`src/rtl/inv_mix_column_seq.sv`:
```
// Sequential AES InvMixColumns: latches a 128-bit state, inverse-mixes
// COLS_PER_CYCLE columns per clock, then holds the result until consumed.
module inv_mix_column_seq #(
  parameter int unsigned DATA_WIDTH     = 8,
  parameter int unsigned COLS_PER_CYCLE = 1
) (
  input  logic         clk,
  input  logic         rst,
  input  logic         in_valid,
  output logic         in_ready,
  input  logic [127:0] in_data,
  output logic         out_valid,
  input  logic         out_ready,
  output logic [127:0] out_data
);

  localparam int unsigned COL_W   = 4 * DATA_WIDTH;
  localparam int unsigned STATE_W = 4 * COL_W;
  localparam int unsigned NCYC    = 4 / COLS_PER_CYCLE;
  localparam int unsigned CW      = (NCYC > 1) ? $clog2(NCYC) : 1;

  // Reject unsupported configurations at elaboration.
  generate
    if (!((COLS_PER_CYCLE == 1) || (COLS_PER_CYCLE == 2) || (COLS_PER_CYCLE == 4))
        || (DATA_WIDTH != 8)) begin : g_bad_param
      $error("inv_mix_column_seq: COLS_PER_CYCLE must be 1, 2 or 4 and DATA_WIDTH must be 8");
    end
  endgenerate

  typedef enum logic [1:0] {
    IDLE = 2'd0,
    BUSY = 2'd1,
    DONE = 2'd2
  } state_e;

  state_e              state_q;
  logic [CW-1:0]       col_idx_q;
  logic [STATE_W-1:0]  st_q;
  logic [STATE_W-1:0]  st_d;
  logic                out_valid_q;

  // GF(2^8) multiply by x, reduction polynomial 0x11B.
  function automatic logic [7:0] xtime(input logic [7:0] b);
    return {b[6:0], 1'b0} ^ (b[7] ? 8'h1b : 8'h00);
  endfunction

  // One column through the [0e 0b 0d 09] circulant; row 0 is the top byte.
  function automatic logic [31:0] inv_mix_col(input logic [31:0] col);
    logic [7:0] a  [4];
    logic [7:0] m9 [4];
    logic [7:0] mb [4];
    logic [7:0] md [4];
    logic [7:0] me [4];
    logic [7:0] x2, x4, x8;
    logic [31:0] res;
    res = '0;
    for (int r = 0; r < 4; r++) begin
      a[r]  = col[31-8*r -: 8];
      x2    = xtime(a[r]);
      x4    = xtime(x2);
      x8    = xtime(x4);
      m9[r] = x8 ^ a[r];
      mb[r] = x8 ^ x2 ^ a[r];
      md[r] = x8 ^ x4 ^ a[r];
      me[r] = x8 ^ x4 ^ x2;
    end
    for (int r = 0; r < 4; r++) begin
      res[31-8*r -: 8] = me[r] ^ mb[2'(r+1)] ^ md[2'(r+2)] ^ m9[2'(r+3)];
    end
    return res;
  endfunction

  // MSB position of column c inside the packed state.
  function automatic int unsigned col_msb(input int unsigned c);
    return STATE_W - 1 - COL_W * c;
  endfunction

  // Working state with the current column group replaced by its mixed value.
  always_comb begin
    st_d = st_q;
    for (int unsigned k = 0; k < COLS_PER_CYCLE; k++) begin
      st_d[col_msb(32'(col_idx_q) * COLS_PER_CYCLE + k) -: COL_W] =
        inv_mix_col(st_q[col_msb(32'(col_idx_q) * COLS_PER_CYCLE + k) -: COL_W]);
    end
  end

  // Control FSM, column counter and working register.
  always_ff @(posedge clk or posedge rst) begin
    if (rst) begin
      state_q     <= IDLE;
      col_idx_q   <= '0;
      st_q        <= '0;
      out_valid_q <= 1'b0;
    end else begin
      case (state_q)
        IDLE: begin
          if (in_valid) begin
            st_q      <= in_data;
            col_idx_q <= '0;
            state_q   <= BUSY;
          end
        end
        BUSY: begin
          st_q <= st_d;
          if (col_idx_q == CW'(NCYC - 1)) begin
            col_idx_q   <= '0;
            out_valid_q <= 1'b1;
            state_q     <= DONE;
          end else begin
            col_idx_q <= col_idx_q + CW'(1);
          end
        end
        DONE: begin
          if (out_ready) begin
            out_valid_q <= 1'b0;
            state_q     <= IDLE;
          end
        end
        default: begin
          out_valid_q <= 1'b0;
          state_q     <= IDLE;
        end
      endcase
    end
  end

  assign in_ready  = (state_q == IDLE);
  assign out_valid = out_valid_q;
  assign out_data  = st_q;

endmodule

```
`config.mk`:
```
export PLATFORM = sky130hd
export DESIGN_NAME = inv_mix_column_seq
export DESIGN_NICKNAME = d
export VERILOG_FILES = /design/src/rtl/inv_mix_column_seq.sv
export SDC_FILE = /design/constraint.sdc
export NUM_CORES = 1
export LEC_CHECK = 0
export BUFFER_PORTS_ARGS = -buffer_cell sky130_fd_sc_hd__buf_2
export CAP_MARGIN = 20
export CELL_PAD_IN_SITES_DETAIL_PLACEMENT = 1
export CELL_PAD_IN_SITES_GLOBAL_PLACEMENT = 1
export CORE_MARGIN = 1
export CORE_UTILIZATION = 36
export CTS_CLUSTER_DIAMETER = 40
export DETAILED_ROUTE_END_ITERATION = 12
export PLACE_DENSITY_LB_ADDON = 0.1
export SYNTH_ARGS = -nofsm -noshare
export SYNTH_HDL_FRONTEND = slang
export SYNTH_SLANG_ARGS = --single-unit
```
`constraint.sdc`:
```
create_clock -name clk -period 5.3 [get_ports clk]
set_clock_uncertainty 0.05 [all_clocks]
set_input_delay 0.53 -clock clk [delete_from_list [all_inputs] [get_ports clk]]
set_output_delay 0.53 -clock clk [all_outputs]
set_load 0.005 [all_outputs]
```
### Word-level counts from Yosys, hierarchy flattened

Cells that the tools add are included.

* add/sub/neg operators: 3
* equality and inequality tests: 6
* shift operators: 2
* mux-type cells: 13
* bitwise gates (word level): 1
* reduce and logical (&&, ||, !) cells: 5

Operators by type and width (count)
* $pmux W128 S2: 1
* $shift A32 B34 Y159 const A: 1
* $shiftx A1 B34 Y159 const A: 1
* $bwmux W128: 1
* $mux W128: 1
* $neg A32 Y34: 1
* $mux W2: 5
* $sub A7 B7 Y8 const A: 1
* $ne A2 B2 Y1 const B: 3
* $pmux W2 S3: 1
* $reduce_and A3 Y1: 2
* $eq A2 B2 Y1 const B: 2
* $pmux W2 S2: 1
* $pmux W1 S3: 1
* $add A2 B1 Y2 const B: 1
* $eq A2 B1 Y1 const B: 1
* $logic_not A2 Y1: 1
* $mux W1: 2
* $reduce_and A2 Y1: 1
* $reduce_bool A2 Y1: 1
* $not A1 Y1: 1

* flip-flop bits (word level): 133
* input bits: 132
* output and inout port bits: 130
* logic and storage cells: 34

### Logic depth before layout (Yosys ltp)

* depth in word-level cells: 5
* mapped depth: 5

### Least setup slack after synthesis

OpenSTA, ideal clock, no wires.

* path type: input to register
* from: input in_valid
* to: register st_q[20] (netlist: out_data[20])
* arrival: 1.351 ns
* required time: 5.132 ns
* setup slack: 3.781 ns
* stages on the path: 5
* path buffers: 2
* cell sequence: nor2b_1 buf_2 buf_2 a32o_1 a21o_1

* word-level cells in the longest chain between the ends: 2

Ends and longest elaborated chain
* start: declaration: RTL line 9 `input logic in_valid,`
* $ne A2 B2 Y1 (no source line)
* $reduce_and A2 Y1 (no source line)
* end signal: assignment: RTL line 98 `st_q <= in_data;`
* end signal: assignment: RTL line 104 `st_q <= st_d;`
* end: declaration: RTL line 38 `logic [STATE_W-1:0] st_q;`

No other way between the ends.
A chain may end at the register's enable or synchronous reset.

### Final worst setup path

* from: register state_q[1]
* to: register st_q[85] (netlist: out_data[85])

* word-level cells in the longest chain between the ends: 3
* elaborated cells on any way between the ends: 6
* classes of those cells: 2 x eq/ne; 1 x mux; 3 x reduce/logical

Ends and longest elaborated chain
* start: declaration: RTL line 36 `state_e state_q;`
* start signal: assignment: RTL line 90 `state_q <= IDLE;`
* start signal: assignment: RTL line 100 `state_q <= BUSY;`
* start signal: assignment: RTL line 108 `state_q <= DONE;`
* $eq A2 B1 Y1 / $logic_not A2 Y1 (equally long branches): RTL line 95 `case (state_q)`
* $reduce_bool A2 Y1 (no source line) / $ne A2 B2 Y1 (equally long branches)
* $reduce_and A2 Y1 (no source line)

Parallel ways exist; a longest one is shown, timed or not.

==> metrics.cfg <==
[outcome]
status=finished, final reports clean

[timing]
rsz0062_at_grt=no
period_needed_ps=2658
relSlewSlack_pct=25.30
min_period_over_period_pct=50.15
tns_ps=0
worst_slew_pin_slew_ps=1121
hold_viol_final=0
worst_slack_ps=2642
setup_viol=0
max_freq_mhz=376.3
whs_ps=9.010
timing.final.max_slew_violations=0

[critical_path]
reg2regPathDepth=4
r2r_end=out_data[85]
cp_slowest_cell=buf_4
critPathLaunchType=flop
r2r_slack_ps=2640
crit_family=buffers and inverters
crit_path_start=state_q[1]
cp.depth=4
cp_num_buf_inv=1
max_stage_delay_ps=950
cp.arrival_ps=2950
worstPathCellList=nor2b_4 > buf_4 > a32o_1 > a21o_1
required_ps=5590
crit_fanout=102
critical_path_class=flop to flop
crit_path_end_kind=flop
reg2reg_from=state_q[1]

[final_layout]
drive_gt1_share_pct=43.07
fillers=1779
fin_nets=845
stdcell_count=939
most-common-layout-cells=261 x buf_2, 133 x dfrtp_1, 128 x a32o_1, 128 x a21o_1, 17 x clkbuf_16
area_growth_pct=33.72
final_common_cell=buf_2

[floorplanning]
die_h_um=131.3
dieArea_sq_mm=0.01725
core_sq_mm=0.01612
start_util_pct=37.37
ioPinCount=262
die_w_um=131.3
rows=46

[cts]
cts_sinks=133
cts_resized=0
cts-htree-levels=4
cts_made_buffers=17
cts_tree=built
clkTransAtPathRegs_ps=60
clock_latency_ps=410
post_cts_buffers=0
ctsHoldBuffers=0
cts_buffer_depth=2
cts-root-buf=clkbuf_16

[routing]
drtAntennaViolNets=0
vias_per_cell=5.688
dr.pass1.iters=4
via_count=5341
dr.first_iter.drc_count=216
drc_errors=0
routed_wl_mm=18.14
avgRoutedWirePerCell_um=19.32

[synth]
yosys.area.top_type=dfrtp_1
synth_nets=609
postSynthAreaPerCell_sq_um=12.73
syn_inst=473
seq_area_frac_synth_pct=55.27
yosysTopAreaCellShare_pct=55.27
syn_area_sq_mm=0.006022
synth_seq_cells=133
ys_types=19
yosysWarnings=0
yosys-top-cells-area=dfrtp_1 55%, a32o_1 21%, a21o_1 16%, buf_2 3.7%, ha_1 0.83%

[global_route]
grt_overflow=0
antenna_found_initial=2
grt_pass1_vias=5471
grt_pass1_wl_mm=29.65
grt.total_usage_pct=21.45
grt_max_degree=103

[placement]
dp_cells=906
gp_congestion=0.7934
portBuffers=261
dp_hpwl_mm=11.94
pre_cts_ws_ps=2561

[min_path]
hp-class=input port to async pin

[pwr]
power.density_mw_per_mm2=608.9
vdd_drop_max_mv=0.3057
leakage_nw=4.717

[job]
cap_violations=0

## metal layers
metal | vias up | GRT usage, % | wire length, um
li1 | 2385 | - | -
met1 | 2741 | 26.31 | 7437
met2 | 188 | 36.02 | 9134
met3 | 25 | 6.057 | 1206
met4 | 2 | 7.558 | 353
met5 | - | 0 | 13
## synth_stat cells
cell type  instances
a21o_1           128
a22o_1             1
inv_2              1
nand2_1            4
nor2b_1            2
clkbuf_1           7
buf_1              2
nand2b_1           2
o21bai_1           3
dfrtp_1          133
o41ai_1            1
inv_1              3
a21oi_1            2
a32o_1           128
buf_2             45
nor2_1             3
ha_1               4
buf_6              1
o21ai_0            3
## flip-flops by register name, summed over array words and instances, names as in the netlist
signal,flops
out_data,128
col_idx_q,2
state_q,2
out_valid,1
## through the flow
step	utilization (%)	area (sq um)	power, mW
after floorplan	-	6022	2.997
after global placement	46.13	7435	3.675
after detailed placement	46.26	7455	3.780
after CTS	49.95	8050	4.970
after global routing	49.97	8053	5.244
final	49.97	8053	4.904
## where the power goes
part           leakage, nW  internal [mW]  switching (mW)  total [mW]
clock network        0.276          0.727           0.443        1.17
registers             1.71           1.43           0.323        1.75
logic                 2.73          0.928            1.05        1.98
total                 4.72           3.09            1.82        4.90
## kinds of logic (layout without fill, tap and decap cells)
| family | after synthesis | count (layout) | share of synthesized area [%] |
|---|---|---|---|
| AOI/OAI and AO/OA | 266 | 266 | 38.31 |
| adders and majority gates | 4 | 4 | 0.8311 |
| buffers and inverters | 59 | 308 | 4.737 |
| DFF | 133 | 133 | 55.27 |
| other | 0 | 1 | 0 |
| and+or+nand+nor | 11 | 11 | 0.8517 |
## final cells by class
| type | count | area (sq um) | share of cell area [%] |
|---|---|---|---|
| flip-flops and latches | 133 | 3328 | 41.33 |
| multi-input cells | 281 | 2435 | 30.24 |
| repair buffers | 272 | 1401 | 17.40 |
| clock buffers | 20 | 466.7 | 5.796 |
| well taps | 216 | 270.3 | 3.356 |
| clock inverters | 12 | 128.9 | 1.600 |
| inverters | 4 | 20.02 | 0.2486 |
| diodes | 1 | 2.502 | 0.03108 |
## worst max path at each step
stage                   endpoint  slack, ps
floorplan           col_idx_q[0]       1170
global placement    out_data[64]       2620
detailed placement  out_data[77]       2560
CTS                 out_data[85]       2640
global route        out_data[85]       2500
finish              out_data[85]       2640
Note: power is estimated with default switching activity, not from simulation.
